<file path="src/rtl/spi_flash_slave.sv">
// SPI flash-style read slave: accepts 0x03 + 24-bit byte address, then streams
// bytes fetched one 32-bit word at a time from a synchronous memory port.
`timescale 1ns/1ps

module spi_flash_slave (
   input  logic        clk,
   input  logic        reset,
   input  logic        spi_clk,
   input  logic        spi_cs,
   input  logic        spi_mosi,
   output logic        spi_miso,
   output logic        mem_ren,
   output logic [21:0] mem_addr,
   input  logic [31:0] mem_rdata,
   output logic        busy,
   output logic        cmd_err
);

   localparam logic [7:0] CMD_READ = 8'h03;

   typedef enum logic [2:0] {
      IDLE,
      CMD,
      ADDR,
      FETCH,
      DATA,
      IGNORE
   } state_t;

   // Bit order of the synchronizer bank: 0 = spi_clk, 1 = spi_cs, 2 = spi_mosi
   logic [2:0] sync_in;
   logic [2:0] sync_out;

   assign sync_in = {spi_mosi, spi_cs, spi_clk};

   genvar gi;
   generate
      for (gi = 0; gi < 3; gi++) begin : g_sync
         localparam logic IDLE_LVL = (gi == 1);
         logic meta_reg;
         logic sync_reg;

         always_ff @(posedge clk or posedge reset) begin
            if (reset) begin
               meta_reg <= IDLE_LVL;
               sync_reg <= IDLE_LVL;
            end else begin
               meta_reg <= sync_in[gi];
               sync_reg <= meta_reg;
            end
         end

         assign sync_out[gi] = sync_reg;
      end
   endgenerate

   logic sclk_s;
   logic cs_s;
   logic mosi_s;
   logic sclk_prev_reg;
   logic cs_prev_reg;
   logic sclk_rise;
   logic sclk_fall;
   logic cs_rise;
   logic cs_fall;

   assign sclk_s    = sync_out[0];
   assign cs_s      = sync_out[1];
   assign mosi_s    = sync_out[2];
   assign sclk_rise = sclk_s & ~sclk_prev_reg;
   assign sclk_fall = ~sclk_s & sclk_prev_reg;
   assign cs_rise   = cs_s & ~cs_prev_reg;
   assign cs_fall   = ~cs_s & cs_prev_reg;

   state_t      state_reg,      state_next;
   logic [4:0]  bit_cnt_reg,    bit_cnt_next;
   logic [23:0] in_shift_reg,   in_shift_next;
   logic [23:0] byte_addr_reg,  byte_addr_next;
   logic [7:0]  out_shift_reg,  out_shift_next;
   logic        miso_reg,       miso_next;
   logic        fetch_wait_reg, fetch_wait_next;
   logic        cmd_err_reg,    cmd_err_next;
   logic [23:0] in_shifted;

   assign in_shifted = {in_shift_reg[22:0], mosi_s};

   always_ff @(posedge clk or posedge reset) begin
      if (reset) begin
         sclk_prev_reg  <= 1'b0;
         cs_prev_reg    <= 1'b1;
         state_reg      <= IDLE;
         bit_cnt_reg    <= '0;
         in_shift_reg   <= '0;
         byte_addr_reg  <= '0;
         out_shift_reg  <= '0;
         miso_reg       <= 1'b0;
         fetch_wait_reg <= 1'b0;
         cmd_err_reg    <= 1'b0;
      end else begin
         sclk_prev_reg  <= sclk_s;
         cs_prev_reg    <= cs_s;
         state_reg      <= state_next;
         bit_cnt_reg    <= bit_cnt_next;
         in_shift_reg   <= in_shift_next;
         byte_addr_reg  <= byte_addr_next;
         out_shift_reg  <= out_shift_next;
         miso_reg       <= miso_next;
         fetch_wait_reg <= fetch_wait_next;
         cmd_err_reg    <= cmd_err_next;
      end
   end

   always_comb begin
      state_next      = state_reg;
      bit_cnt_next    = bit_cnt_reg;
      in_shift_next   = in_shift_reg;
      byte_addr_next  = byte_addr_reg;
      out_shift_next  = out_shift_reg;
      miso_next       = miso_reg;
      fetch_wait_next = fetch_wait_reg;
      cmd_err_next    = 1'b0;

      // Deselect beats any clock edge seen in the same cycle
      if (cs_rise) begin
         state_next      = IDLE;
         bit_cnt_next    = '0;
         miso_next       = 1'b0;
         fetch_wait_next = 1'b0;
      end else begin
         case (state_reg)
            IDLE: begin
               miso_next = 1'b0;
               if (cs_fall) begin
                  state_next    = CMD;
                  bit_cnt_next  = '0;
                  in_shift_next = '0;
               end
            end

            CMD: begin
               if (sclk_rise) begin
                  in_shift_next = in_shifted;
                  if (bit_cnt_reg == 5'd7) begin
                     bit_cnt_next = '0;
                     if (in_shifted[7:0] == CMD_READ) begin
                        state_next = ADDR;
                     end else begin
                        state_next   = IGNORE;
                        cmd_err_next = 1'b1;
                     end
                  end else begin
                     bit_cnt_next = bit_cnt_reg + 5'd1;
                  end
               end
            end

            ADDR: begin
               if (sclk_rise) begin
                  in_shift_next = in_shifted;
                  if (bit_cnt_reg == 5'd23) begin
                     bit_cnt_next    = '0;
                     byte_addr_next  = in_shifted;
                     fetch_wait_next = 1'b0;
                     state_next      = FETCH;
                  end else begin
                     bit_cnt_next = bit_cnt_reg + 5'd1;
                  end
               end
            end

            // First cycle issues the read, second captures the addressed byte
            FETCH: begin
               if (!fetch_wait_reg) begin
                  fetch_wait_next = 1'b1;
               end else begin
                  out_shift_next  = mem_rdata[{byte_addr_reg[1:0], 3'b000} +: 8];
                  fetch_wait_next = 1'b0;
                  bit_cnt_next    = '0;
                  state_next      = DATA;
               end
            end

            DATA: begin
               if (sclk_fall) begin
                  miso_next      = out_shift_reg[7];
                  out_shift_next = {out_shift_reg[6:0], 1'b0};
               end
               if (sclk_rise) begin
                  if (bit_cnt_reg == 5'd7) begin
                     bit_cnt_next    = '0;
                     byte_addr_next  = byte_addr_reg + 24'd1;
                     fetch_wait_next = 1'b0;
                     state_next      = FETCH;
                  end else begin
                     bit_cnt_next = bit_cnt_reg + 5'd1;
                  end
               end
            end

            IGNORE: begin
               miso_next = 1'b0;
            end

            default: begin
               state_next = IDLE;
            end
         endcase
      end
   end

   assign spi_miso = miso_reg;
   assign mem_ren  = (state_reg == FETCH) && !fetch_wait_reg;
   assign mem_addr = byte_addr_reg[23:2];
   assign busy     = (state_reg != IDLE);
   assign cmd_err  = cmd_err_reg;

endmodule

</file>
<file path="config.mk">
export PLATFORM = sky130hd
export DESIGN_NAME = spi_flash_slave
export DESIGN_NICKNAME = d
export VERILOG_FILES = /design/src/rtl/spi_flash_slave.sv
export SDC_FILE = /design/constraint.sdc
export NUM_CORES = 1
export LEC_CHECK = 0
export ABC_AREA = 0
export BUFFER_PORTS_ARGS = -buffer_cell sky130_fd_sc_hd__buf_4
export CAP_MARGIN = 25
export CORE_AREA = 3 3 94 96
export DETAILED_ROUTE_END_ITERATION = 10
export DIE_AREA = 0 0 97 99
export GPL_ROUTABILITY_DRIVEN = 0
export GPL_TIMING_DRIVEN = 0
export PLACE_DENSITY = 0.76
export SYNTH_ARGS = -nofsm -noshare
export SYNTH_HDL_FRONTEND = slang
export SYNTH_SLANG_ARGS = --single-unit
</file>
<file path="constraint.sdc">
create_clock -name clk -period 5.3 [get_ports clk]
set_input_delay 0.265 -clock clk [delete_from_list [all_inputs] [get_ports clk]]
set_output_delay 0.265 -clock clk [all_outputs]
set_load 0.03 [all_outputs]
</file>
==> impl_metrics.tcl <==
set metrics [dict create \
    h-tree-depth 3 \
    place_ws_ns 3.021 \
    overflow 0 \
    hold_path_class "in2reg" \
    worst_setup_path_start_kind "flop" \
    ir_worst_vdd_mv 0.1716 \
    crit_fanout 8 \
    synthFlopType "dfrtp_1" \
    dpl.hpwl_mm 8.105 \
    cp_top_family "compound AO/OA/AOI/OAI gates" \
    period_minus_slack_ns 2.326 \
    start_util 0.5459 \
    synthArstFlopShare 1.000 \
    drv_slew 0 \
    syn_avg_cell_area_um2 9.044 \
    grt_max_degree 75 \
    setup_viol_count_final 0 \
    fin_cells 676 \
    status "finished clean" \
    ctsResizeCount 0 \
    grt_use_total 0.2477 \
    cts_inserted_buffers 9 \
    end_kind "flop" \
    dp.cells 659 \
    clock_latency_ns 0.35 \
    rows 33 \
    powerDensity_nw_per_um2 322.3 \
    power_switching_mw 0.6299 \
    route.detailed.drc 0 \
    syn_to_final_growth_pct 18.62 \
    yosys_warnings 0 \
    drt-total-wl_mm 11.40 \
    p_comb_frac 0.338 \
    grt_pass1_vias 3991 \
    clock_skew_ns 0.008126 \
    die_area_um2 9603 \
    period_share 0.4389 \
    critical_path_buf_inv_count 1 \
    grt_antenna_before_repair 0 \
    synth-seq-cells 74 \
    p_seq_frac 0.414 \
    slew_headroom 0.5221 \
    cts_tree "done" \
    clock-root-buffer "clkbuf_8" \
    drtAntennaViolNets 0 \
    seq_area_frac_synth 0.4179 \
    post_cts_buffers 0 \
    rsz0062_at_grt "no" \
    synth-edff-count 0 \
    ctsLongestPathBuffers 2 \
    fp.coreArea_um2 8134 \
    worstPathRequired_ns 5.53 \
    crit_type "reg2reg" \
    p_clk_frac 0.248 \
    die_w_um 97 \
    port_buffers 62 \
    leakage_nw 2.301 \
    grt_pass1_wl_mm 19.54 \
    fin_area_um2 5268 \
    wl_per_cell_um 16.86 \
    num_antenna_cells 0 \
    syn-num-nets 532 \
    fin_nets 607 \
    holdWs_ns 0.01484 \
    ios 63 \
    drive_gt1_frac 0.2837 \
    place_area_um2 5067 \
    maxCapViolCount 0 \
    cts_sinks 74 \
    vias 4123 \
    finish.utilization 0.6476 \
    tightest_slew_ns 0.7114 \
    syn-instance-count 491 \
    clock.fmax_ghz 0.4299 \
    die_y_um 99 \
    firstDrtPassIters 5 \
    fillers 686 \
    fin_tns_setup_ns 0 \
    crit_arrival_ns 2.56 \
    cp_cell_sequence "inv_1 > ha_1 > or3b_2 > a21oi_1 > a31o_2 > nand2b_1 > o311ai_1" \
    max_stage_delay_ns 0.55 \
    slowest_stage "dfstp_2" \
    p_sw_frac 0.3710 \
    holdBufCountCts 1 \
    design_power_total_mw 1.698 \
    final-hold-violation-count 0 \
    cts.clk_slew.worst_paths_ns 0.08 \
    largest_reg_flops 24 \
    drt-vias-per-instance 6.099 \
    synth_area_um2 4441 \
    drt_iter0_drc 428 \
    worst_slack_ns 2.974 \
    ys_types 68 \
    internal_power_mw 1.068 \
]
synth_stat cells, types with 3 or more instances:
cell,number,area (um^2)
dfrtp_1,71,1777
nand2_1,45,168.9
nand3_1,43,215.2
o21ai_0,39,195.2
a21oi_1,36,180.2
inv_1,35,131.4
buf_4,27,202.7
buf_2,21,105.1
nor2_1,17,63.81
o22ai_1,11,68.82
o21ai_1,9,45.04
a31oi_1,8,50.05
mux4_2,8,180.2
clkbuf_1,7,26.28
mux2i_1,7,70.07
nand4_1,7,43.79
nand2b_1,6,37.54
nor3_1,6,30.03
a2bb2oi_1,5,43.79
and3_1,4,25.02
ha_1,4,50.05
nor4_1,4,25.02
o22a_1,4,35.03
or3_1,4,25.02
a2111oi_0,3,26.28
a211o_1,3,26.28
and4_1,3,26.28
buf_6,3,33.78
dfstp_2,3,78.83
mux2_2,3,33.78
area by class of cell:
| cell class | instances | area (um^2) | share of cell area |
|---|---|---|---|
| plain buffers | 58 | 367.9 | 0.06983 |
| clock buffers | 12 | 165.2 | 0.03135 |
| clock inverters | 4 | 25.02 | 0.004751 |
| inverters | 35 | 133.9 | 0.02542 |
| multi-input cells | 324 | 2086 | 0.3960 |
| flip-flops and latches | 74 | 1856 | 0.3523 |
| well taps | 105 | 131.4 | 0.02494 |
| repair buffers | 64 | 503.0 | 0.09549 |
kinds of logic (layout without fill, tap and decap cells):
group / after synthesis / count (layout) / synth area share
fa+ha+maj: 4 / 4 / 0.01127
buf+inv: 93 / 173 / 0.1124
simple gates: 160 / 160 / 0.1950
flops: 74 / 74 / 0.4179
compound gates: 142 / 142 / 0.1995
mux: 18 / 18 / 0.06396
path summary, 6_finish.rpt:
path / cells after the start / start / slack (ns) / end
max in group asynchronous: 4 / reset / 4.45 / cs_prev_reg
min: 1 / spi_cs / 0.01 / g_sync[1].meta_reg
min reg2reg: 0 / g_sync[0].meta_reg / 0.35 / g_sync[0].sync_reg
max: 7 / cs_s / 2.97 / bit_cnt_reg[3]
max reg2reg: 7 / cs_s / 2.97 / bit_cnt_reg[3]
min in group asynchronous: 4 / reset / 0.54 / in_shift_reg[17]
per-layer routing:
layer | wire length (um) | up-vias | global-route usage
met2 | 5303 | 193 | 0.4055
met3 | 863 | 27 | 0.04954
met5 | 0 | - | 0
li1 | - | 1909 | -
met4 | 257 | 0 | 0.08747
met1 | 4975 | 1994 | 0.3300
worst reg2reg max path: cells and delay by family (launching register included):
kind	cells	cell delay, ns
AOI/OAI and AO/OA	3	0.69
and+or+nand+nor	2	0.62
DFF	1	0.55
adders and majority gates	1	0.31
buffers and inverters	1	0.05
placed cells by master (no fill, tap or decap), types with 7 or more instances in the layout:
master / instances
inv_1: 34
buf_2: 21
nand2_1: 45
nand4_1: 7
o22ai_1: 11
mux4_2: 8
nor2_1: 17
buf_4: 89
dfrtp_1: 71
mux2i_1: 7
o21ai_1: 9
a31oi_1: 8
clkbuf_1: 7
nand3_1: 43
clkbuf_8: 12
a21oi_1: 36
o21ai_0: 39
power by group through the flow:
stage | Sequential, mW | Clock [mW] | Combinational [mW]
after floorplan | 0.695 | 0 | 0.420
after global placement | 0.707 | 0 | 0.548
after detailed placement | 0.712 | 0 | 0.565
after CTS | 0.701 | 0.427 | 0.566
after global routing | 0.714 | 0.451 | 0.640
final | 0.703 | 0.421 | 0.574
No activity file was read; power rests on OpenSTA's default activity.
